--- src/rtl/tcu_uop_retire.sv ---
// Retire stage for TCU micro-ops: tracks per-warp uop completions and emits
// one commit per macro-instruction when its final uop retires.
module tcu_uop_retire #(
  parameter int NUM_UOPS    = 8,
  parameter int NUM_WARPS   = 4,
  parameter int UUID_WIDTH  = 44,
  parameter int NUM_THREADS = 4,
  localparam int CTR_W      = (NUM_UOPS > 1) ? $clog2(NUM_UOPS) : 1,
  localparam int NW_W       = (NUM_WARPS > 1) ? $clog2(NUM_WARPS) : 1
) (
  input  logic                   clk,
  input  logic                   reset,
  input  logic                   in_valid,
  output logic                   in_ready,
  input  logic [NW_W-1:0]        in_wid,
  input  logic [CTR_W-1:0]       in_seq,
  input  logic [UUID_WIDTH-1:0]  in_uuid,
  input  logic [NUM_THREADS-1:0] in_tmask,
  output logic                   out_valid,
  input  logic                   out_ready,
  output logic [NW_W-1:0]        out_wid,
  output logic [UUID_WIDTH-1:0]  out_uuid,
  output logic [NUM_THREADS-1:0] out_tmask,
  output logic [NUM_WARPS-1:0]   warp_busy,
  output logic                   seq_err,
  output logic [NW_W-1:0]        seq_err_wid
);

  localparam logic [CTR_W-1:0] LAST = CTR_W'(NUM_UOPS - 1);

  logic [CTR_W-1:0]      cnt [NUM_WARPS];
  logic [CTR_W-1:0]      cnt_w;
  logic                  fire;
  logic                  final_beat;
  logic [UUID_WIDTH-1:0] uuid_clr;

  // Uniform backpressure for final and non-final beats keeps retire order intact.
  assign in_ready   = ~out_valid | out_ready;
  assign fire       = in_valid & in_ready;
  assign cnt_w      = cnt[in_wid];
  assign final_beat = (cnt_w == LAST);

  always_comb begin
    uuid_clr             = in_uuid;
    uuid_clr[31 -: CTR_W] = '0;
  end

  always_comb begin
    warp_busy = '0;
    for (int unsigned w = 0; w < NUM_WARPS; w++) begin
      warp_busy[w] = (cnt[w] != '0);
    end
  end

  always_ff @(posedge clk or posedge reset) begin
    if (reset) begin
      for (int unsigned w = 0; w < NUM_WARPS; w++) begin
        cnt[w] <= '0;
      end
    end else if (fire) begin
      cnt[in_wid] <= final_beat ? '0 : cnt_w + 1'b1;
    end
  end

  always_ff @(posedge clk or posedge reset) begin
    if (reset) begin
      out_valid <= 1'b0;
      out_wid   <= '0;
      out_uuid  <= '0;
      out_tmask <= '0;
    end else if (fire && final_beat) begin
      out_valid <= 1'b1;
      out_wid   <= in_wid;
      out_uuid  <= uuid_clr;
      out_tmask <= in_tmask;
    end else if (out_ready) begin
      out_valid <= 1'b0;
    end
  end

  // Only the first out-of-order beat is recorded; counting follows cnt, not in_seq.
  always_ff @(posedge clk or posedge reset) begin
    if (reset) begin
      seq_err     <= 1'b0;
      seq_err_wid <= '0;
    end else if (fire && (in_seq != cnt_w) && !seq_err) begin
      seq_err     <= 1'b1;
      seq_err_wid <= in_wid;
    end
  end

endmodule

--- config.mk ---
export PLATFORM = sky130hd
export DESIGN_NAME = tcu_uop_retire
export DESIGN_NICKNAME = d
export VERILOG_FILES = /design/src/rtl/tcu_uop_retire.sv
export SDC_FILE = /design/constraint.sdc
export NUM_CORES = 1
export LEC_CHECK = 0
export CAP_MARGIN = 20
export CORE_ASPECT_RATIO = 1.5
export CORE_UTILIZATION = 41
export CTS_BUF_LIST = sky130_fd_sc_hd__clkbuf_8 sky130_fd_sc_hd__clkbuf_16
export DETAILED_ROUTE_END_ITERATION = 10
export GPL_TIMING_DRIVEN = 0
export PLACE_DENSITY = 0.89
export SYNTH_ARGS = -nofsm -noshare
export SYNTH_HDL_FRONTEND = slang
export SYNTH_SLANG_ARGS = --single-unit
export TNS_END_PERCENT = 100
--- constraint.sdc ---
create_clock -name clk -period 2.7 [get_ports clk]
set_input_delay 0.27 -clock clk [delete_from_list [all_inputs] [get_ports clk]]
set_output_delay 0.27 -clock clk [all_outputs]
set_load 0.01 [all_outputs]
After elaboration in Yosys (flattened, before gate mapping)
Index checks and enable logic that the tools add are counted.
{ "word_totals": {"ff_bits": 63, "output_inout_bits": 59, "word_cells": 38} }
{ "classes": {"n_addsub": 1, "order_cmp": 2, "n_eq_ne": 2, "n_mux": 9, "n_bitwise": 4, "reduce_logical": 10} }
{ "ops": {"columns": ["op", "n"], "rows": [
  ["12-bit bitwise mux", 1],
  ["3-bit two-way mux", 4],
  ["3-bit nonzero test", 4],
  ["3-bit binary-select mux with 2-bit select", 1],
  ["3-bit demux with 2-bit select", 1],
  ["1-bit logical AND", 4],
  ["3-bit by 1-bit adder with 3-bit output (second input constant)", 1],
  ["3-bit equality test (second input constant)", 1],
  ["3-bit greater-or-equal comparator (second input constant)", 1],
  ["3-bit by 1-bit < comparator with 1-bit output (second input constant)", 1],
  ["3-bit inequality test", 1],
  ["2-bit NOT with 3-bit output", 1],
  ["1-bit two-way mux", 2],
  ["2-bit nonzero test", 1],
  ["1-bit bitwise AND", 1],
  ["1-bit zero test", 1],
  ["1-bit NOT", 1],
  ["1-bit bitwise OR", 1]
]} }

Depth between registers and ports, before layout
Gate-level depths: netlist (run 1).
{ "logic_depth": {"depth_word": 7, "depth_mapped": 8} }

Worst setup path before layout (run 1)
OpenSTA, ideal clock, no wires.
{ "synth_timing": {"path_type": "input to register", "start": "input in_wid[0]", "end": "register out_uuid[10]", "setup_time_ns": 0.125, "arrival_time_ns": 2.193, "required_time_ns": 2.575, "setup_slack_ns": 0.383, "cell_stages": 8, "path_buffers": 3, "cell_sequence": "buf_6 > mux4_2 > ha_1 > ha_1 > nand2_1 > buf_2 > buf_2 > mux2_2"} }
{ "synth_via": {"elab_chain_len": 6} }
{ "synth_rtl": {"columns": ["item", "line_no", "source"], "rows": [
  ["from (decl)", "15", "input logic [NW_W-1:0] in_wid,"],
  ["2-bit NOT with 3-bit output (implied by the code)", "40", "assign cnt_w = cnt[in_wid];"],
  ["3-bit binary-select mux with 2-bit select", "40", null],
  ["3-bit two-way mux (implied by the code) (2 in a row)", "40", null],
  ["3-bit equality test", "41", "assign final_beat = (cnt_w == LAST);"],
  ["1-bit logical AND", "71", "end else if (fire && final_beat) begin"],
  ["to (signal assigned)", "74", "out_uuid <= uuid_clr;"],
  ["to (decl)", "22", "output logic [UUID_WIDTH-1:0] out_uuid,"]
]} }
Every way passes these cells. The select of a mux whose other input is x is not followed.
A chain may end at the register's enable or synchronous reset.

Worst setup path in the final report (run 1)
{ "layout_timing": {"start": "register cnt[4] (netlist bit)", "end": "register out_uuid[5]"} }
{ "layout_via": {"elab_chain_len": 5} }
{ "layout_rtl": {"columns": ["item", "line_no", "source"], "rows": [
  ["from (decl)", "31", "logic [CTR_W-1:0] cnt [NUM_WARPS];"],
  ["from (signal, indexed assignment)", "61", "cnt[in_wid] <= final_beat ? '0 : cnt_w + 1'b1;"],
  ["3-bit binary-select mux with 2-bit select", "40", null],
  ["3-bit two-way mux (implied by the code) (2 in a row)", "40", null],
  ["3-bit equality test", "41", null],
  ["1-bit logical AND", "71", null]
]} }
Every way passes these cells. The select of a mux whose other input is x is not followed.

==> flow_summary.yaml, run 1 <==
cells_and_area:
  final-seq-area_sq_um: 1580
  multi_input_area_sq_um: 956
  nets: 341
  drive_gt1_share_pct: 32.2
  design_area_sq_um: 3950
  utilization_pct: 64.4
  area_growth_syn_to_layout_pct: 52.3
  fin_cells: 360
  fillers: 481
  diodes: 0
floorplanning:
  initial_core_util_pct: 42.3
  die_area_sq_um: 6650
  die_w_um: 66.9
  io_pins: 116
  row_count: 35
  core_sq_um: 6130
  die_height_um: 99.4
power_and_ir_drop:
  power_mw: 4.18
  power.density_nw_per_um2: 1060
  vdd_drop_max_v: 0.000482
  cellLeakagePower_nw: 1.71
critical_path:
  critPathMaxFanout: 10
  end_kind: "flip-flop"
  crit_buf_inv: 2
  cp.arrival_ps: 2750
  crit_cells: 7
  r2r_cells: 7
  path_class: "flip-flop to flip-flop"
  worst_ep_required_time_ps: 2920
  slowest_stage: "mux4_2"
  critPathMaxStageDelay_ps: 540
  crit_chain: "mux4_2 > ha_1 > ha_1 > nand2_1 > buf_2 > buf_2 > mux2_2"
  cp-start-kind: "flip-flop"
  critPathTopFamily: "multiplexers"
detailed_routing:
  avgRoutedWirePerCell_um: 15.3
  first_iter_violations: 56
  drc: 0
  vias_per_cell: 4.84
  drtPass1Iterations: 4
  routed_wl_um: 5520
  num_vias: 1744
  ant_nets: 0
synth:
  netlist_instances: 161
  seq_area_frac_synth_pct: 60.8
  synth_warnings: 0
  synthesis.area_sq_um: 2590
  synth_cell_types: 22
  syn_area_per_cell_sq_um: 16.1
  ys_ff_latch: 63
global_routing:
  grt_max_degree: 33
  grt_pass1_wl_um: 8480
  grt_overflow: 0
  antenna_found_initial: 0
  track_usage_pct: 17.8
  grt_pass1_vias: 1828
timing:
  fin_crit_sh_pct: 93.7
  worst_slack_ps: 170
  rsz0062_at_grt: "no"
  hold_viol_final: 0
  maxSlewHeadroom_pct: 54.7
  fin_crit_ps: 2530
  clock.fmax_ghz: 0.395
  fin_worst_skew_ps: 7.68
  slew_viol_final: 0
  tightest_slew_ps: 679
  setup-violations-final: 0
run:
  max_cap_viol_count: 0
clocking:
  cts_buffer_depth: 2
  cts_tree: "built"
  cts_resized: 0
  ctsRootBufferMaster: "clkbuf_8"
  clk_pin_slew_worst_paths_ps: 70
  numCtsBuffers: 9
  cts.htree.levels: 3
  postCtsSetupBuffers: 0
  clkSinkCount: 63
  clkLatencyLatePin_ps: 330
  cts_hold_buf: 0
place:
  place_ws_ps: 134
  gp_congestion: 0.772
  hpwlAfterDp_um: 4210
  place_inst: 345
  portBuffers: 107
  placed_area_sq_um: 3780
outcome:
  status: "finished clean"
hold_path:
  min_delay_path_depth: 2
  hp-class: "input port to flip-flop"
registers in the layout, summed over array words and instances (netlist names):
signal / count
cnt: 12
seq_err_wid: 2
out_valid: 1
seq_err: 1
out_tmask: 4
out_wid: 2
out_uuid: 41
cell usage after synthesis:
cell	count	area share, %
dfrtp_1	63	61
mux2_2	59	26
buf_2	6	1.2
or3_1	4	0.97
buf_4	3	0.87
mux4_2	3	2.6
nand2_1	3	0.43
ha_1	2	0.97
mux2_1	2	0.87
nand3_1	2	0.39
nand3b_1	2	0.58
xnor2_2	2	1.3
a21o_1	1	0.29
a311oi_2	1	0.58
and2_1	1	0.24
buf_6	1	0.43
conb_1	1	0.14
inv_1	1	0.14
nand2b_1	1	0.24
nor2_1	1	0.14
nor3_1	1	0.19
xnor2_4	1	1.1
layout make-up:
cell class | instances | area share [%]
clock buffer | 10 | 3.49
sequential | 63 | 39.9
buffer | 10 | 1.62
multi-input combinational | 89 | 24.2
tap | 74 | 2.35
inverter | 1 | 0.0951
timing repair buffer | 108 | 27.6
clock inverter | 5 | 0.666
power breakdown:
group / total, mW / switching [mW] / internal, mW
registers: 1.62 / 0.232 / 1.38
clock network: 0.684 / 0.340 / 0.344
logic: 1.88 / 0.683 / 1.20
total: 4.18 / 1.26 / 2.93
cell usage in the layout, fill, tap and decap left out:
cell             instances
clkdlybuf4s50_1        107
dfrtp_1                 63
mux2_2                  59
clkbuf_8                10
buf_2                    6
or3_1                    4
mux4_2                   3
nand2_1                  3
buf_4                    3
conb_1                   3
clkinv_2                 3
nand3b_1                 2
xnor2_2                  2
mux2_1                   2
nand3_1                  2
ha_1                     2
buf_6                    1
nor2_1                   1
nand2b_1                 1
and2_1                   1
nor3_1                   1
inv_2                    1
xnor2_4                  1
a311oi_2                 1
a21o_1                   1
inv_1                    1
clkinvlp_4               1
buf_12                   1
through the flow:
step                hold slack [ps]  TNS, ps
floorplan                       421        0
global placement                470   -14140
detailed placement              492        0
CTS                             224        0
global route                    228        0
finish                          228        0
path summary, 6_finish.rpt:
path / from / end / slack [ps]
setup / recovery: cnt[4] / out_uuid[5] / 170
hold / removal: in_wid[0] / seq_err_wid[0] / 230
setup reg to reg: cnt[4] / out_uuid[5] / 170
hold reg to reg: out_uuid[40] / out_uuid[40] / 500
max in group asynchronous: reset / cnt[2] / 1730
min in group asynchronous: reset / out_uuid[35] / 370
kinds of logic (layout without fill, tap and decap cells):
kind of cell / count (synthesis) / after routing / synth area share, %
AND/OR/NAND/NOR: 15 / 15 / 3.18
XOR/XNOR: 3 / 3 / 2.32
buffers and inverters: 11 / 134 / 2.61
multiplexers: 64 / 64 / 29.1
other: 1 / 3 / 0.145
AO/OA/AOI/OAI: 2 / 2 / 0.869
flip-flops: 63 / 63 / 60.8
adder cells (fa/ha/maj): 2 / 2 / 0.965
metal layers:
layer | vias to the layer above | part of all wire, % | wire, um | global-route usage, %
li1 | 805 | - | - | -
met1 | 857 | 38 | 2090 | 19.4
met2 | 75 | 54 | 2970 | 29.9
met3 | 7 | 6.6 | 364 | 5.85
met4 | 0 | 1.6 | 87 | 9.17
met5 | - | 0 | 0 | 0
Note: power is estimated with default switching activity, not from simulation.
==> run 2: changes to the inputs <==
--- a/config.mk
+++ b/config.mk
@@ -5,13 +5,14 @@
 export SDC_FILE = /design/constraint.sdc
 export NUM_CORES = 1
 export LEC_CHECK = 0
+export ABC_AREA = 1
 export CAP_MARGIN = 20
 export CORE_ASPECT_RATIO = 1.5
-export CORE_UTILIZATION = 41
+export CORE_UTILIZATION = 35
 export CTS_BUF_LIST = sky130_fd_sc_hd__clkbuf_8 sky130_fd_sc_hd__clkbuf_16
 export DETAILED_ROUTE_END_ITERATION = 10
 export GPL_TIMING_DRIVEN = 0
-export PLACE_DENSITY = 0.89
+export PLACE_DENSITY = 0.78
 export SYNTH_ARGS = -nofsm -noshare
 export SYNTH_HDL_FRONTEND = slang
 export SYNTH_SLANG_ARGS = --single-unit
==> flow_summary.yaml, run 2 <==
place:
  placed_area_sq_um: 3910
  portBuffers: 108
  place_inst: 528
  hpwlAfterDp_um: 4790
  gp_congestion: 0.810
cells_and_area:
  diodes: 0
  area_growth_syn_to_layout_pct: 53.3
  design_area_sq_um: 4100
  drive_gt1_share_pct: 9.46
  biggestRegsByFlops: "out_uuid x41, cnt x12, out_tmask x4"
  largest_register: "out_uuid"
  largest_reg_flops: 41
  fin_cells: 544
  final_common_cell: "nand2_1"
  nets: 498
  final_cell_mix: "nand2_1, clkdlybuf4s50_1, dfrtp_1"
  fillers: 692
hold_path:
  hp-class: "input port to flip-flop"
  worst_hold_startpoint: "in_wid[0]"
critical_path:
  path_class: "input port to flip-flop"
  crit_buf_inv: 5
  path_common_cell: "nand2_1"
  end_kind: "flip-flop"
  worst_ep_required_time_ps: 2980
  critPathMaxStageDelay_ps: 620
  slowest_stage: "clkdlybuf4s50_1"
  cp-start-kind: "input port"
  cp.arrival_ps: 2330
  crit_chain: "clkdlybuf4s50_1 > inv_2 > nand2_1 > nand2_2 > ha_1 > ha_1 > inv_1 > nor2_8 > inv_2 > buf_2 > nand2_1 > nand2_1"
  critPathTopFamily: "buffers and inverters"
  critPathLaunch: "in_wid[1]"
  r2r_start: "cnt[4]"
  critPathMaxFanout: 10
global_routing:
  antenna_found_initial: 0
  use_met2_pct: 28.6
  grt.busiest_layer: "met2"
  gr-usage-met3_pct: 3.33
  track_usage_pct: 17.4
  grt_overflow: 0
  grt_max_degree: 35
  use_met1_pct: 20.1
  grt_pass1_vias: 2276
  grt_pass1_wl_um: 10400
power_and_ir_drop:
  cellLeakagePower_nw: 2.09
  pwr-share-seq_pct: 40.5
  switching_share_pct: 31.7
  power.density_nw_per_um2: 922
  p_int_mw: 2.58
  vdd_drop_max_v: 0.000436
  power_mw: 3.78
  power.switching_mw: 1.20
  p_clk_share_pct: 20.8
  combPwrFrac_pct: 38.7
synth:
  synthFlopType: "dfrtp_1"
  seq_area_frac_synth_pct: 59.0
  post-synth-top-count-cell: "nand2_1"
  ys_top_cells_by_area: "dfrtp_1, nand2_1, o21ai_0"
  synth_edf_count: 0
  netlist_instances: 317
  synthesis.area_sq_um: 2670
  syn_area_per_cell_sq_um: 8.43
  ys_ff_latch: 63
  synth_common_cells: "nand2_1, dfrtp_1, inv_1"
  synth_top_cell_area_share_pct: 59.0
  async_flop_share_pct: 100
  synth_warnings: 0
  yosys.area.top_type: "dfrtp_1"
  synth_cell_types: 21
clocking:
  ctsRootBufferMaster: "clkbuf_8"
  postCtsSetupBuffers: 0
  numCtsBuffers: 9
  clkLatencyLatePin_ps: 340
  cts_buffer_depth: 2
  clk_pin_slew_worst_paths_ps: 60
  cts_resized: 0
  clkSinkCount: 63
  cts_tree: "built"
  cts.htree.levels: 3
  cts_hold_buf: 0
outcome:
  status: "finished clean"
floorplanning:
  row_count: 38
  die_w_um: 73.4
  die_height_um: 109
  io_pins: 116
  initial_core_util_pct: 36.5
  die_area_sq_um: 8000
  core_sq_um: 7320
detailed_routing:
  drc: 0
  vias_per_cell: 4.36
  avgRoutedWirePerCell_um: 11.8
  drtPass1Iterations: 4
  first_iter_violations: 118
  routed_wl_um: 6400
  ant_nets: 0
  num_vias: 2372
timing:
  fin_worst_skew_ps: 6.48
  setup-violations-final: 0
  fin_crit_ps: 2050
  fin_crit_sh_pct: 76.0
  slew_viol_final: 0
  maxSlewHeadroom_pct: 56.1
  tightest_slew_ps: 657
  hold_viol_final: 0
  rsz0062_at_grt: "no"
  clock.fmax_ghz: 0.488
run:
  max_cap_viol_count: 0
run 2: cell count changes in the layout (fill, tap and decap cells not counted), sizes merged, moves of 2 or more:
cell,delta
nor2,+3
xnor2,-3
nand2,+188
buf,+3
inv,+15
or3,-2
mux2,-61
nand3,+7
mux4,-3
o21a,+2
o21ai,+13
run 2: cell families (layout without fill, tap and decap cells):
kind of cell | after synthesis | count (layout) | synth area share, %
AND/OR/NAND/NOR | 208 | 208 | 31.6
buffers and inverters | 28 | 153 | 5.33
adder cells (fa/ha/maj) | 2 | 2 | 0.936
flip-flops | 63 | 63 | 59.0
AO/OA/AOI/OAI | 15 | 15 | 2.99
other | 1 | 3 | 0.140
run 2: path summary, 6_finish.rpt:
kind / endpoint / slack, ps / cells past startpoint
max reg2reg: out_uuid[6] / 850 / 12
min reg2reg: out_uuid[26] / 470 / 2
max: out_uuid[6] / 650 / 12
min: seq_err_wid[0] / 230 / 3
min in group asynchronous: out_uuid[14] / 350 / 2
max in group asynchronous: seq_err_wid[0] / 1750 / 3
run 2: layer usage:
metal	vias to the layer above	wire length, um	part of all wire, %
li1	1205	-	-
met1	1087	2650	41
met2	67	3290	51
met3	13	270	4.2
met4	0	191	3.0
met5	-	0	0
run 2: area by class of cell:
class / instances / area (sq um) / share of cell area [%]
buffer: 13 / 78.8 / 1.92
clock buffer: 10 / 138 / 3.36
clock inverter: 6 / 52.6 / 1.28
inverter: 15 / 63.8 / 1.56
multi-input combinational: 228 / 962 / 23.5
sequential: 63 / 1580 / 38.5
tap: 100 / 125 / 3.05
timing repair buffer: 109 / 1100 / 26.9
run 2: through the flow:
stage | hold WS (ps) | setup WS, ps | setup TNS (ps) | util (%)
after floorplan | 387 | 860 | 0 | -
after global placement | 455 | -178 | -10970 | 53.1
after detailed placement | 459 | 304 | 0 | 53.4
after CTS | 215 | 655 | 0 | 56.0
after global routing | 243 | 492 | 0 | 56.0
final | 229 | 649 | 0 | 56.0
run 2: power by group through the flow:
| stage | Clock [mW] | Combinational (mW) | Sequential, mW |
|---|---|---|---|
| global route | 0.854 | 1.60 | 1.58 |
| floorplan | 0 | 0.454 | 1.67 |
| global placement | 0 | 1.45 | 1.53 |
| finish | 0.787 | 1.46 | 1.53 |
| detailed placement | 0 | 1.48 | 1.54 |
| CTS | 0.812 | 1.48 | 1.53 |
run 2: worst reg2reg max path, delay by kind of cell, from the launching register on:
kind / cells / cell delay, ps
fa+ha+maj: 2 / 380
flops: 1 / 400
buf+inv: 3 / 490
simple gates: 7 / 530
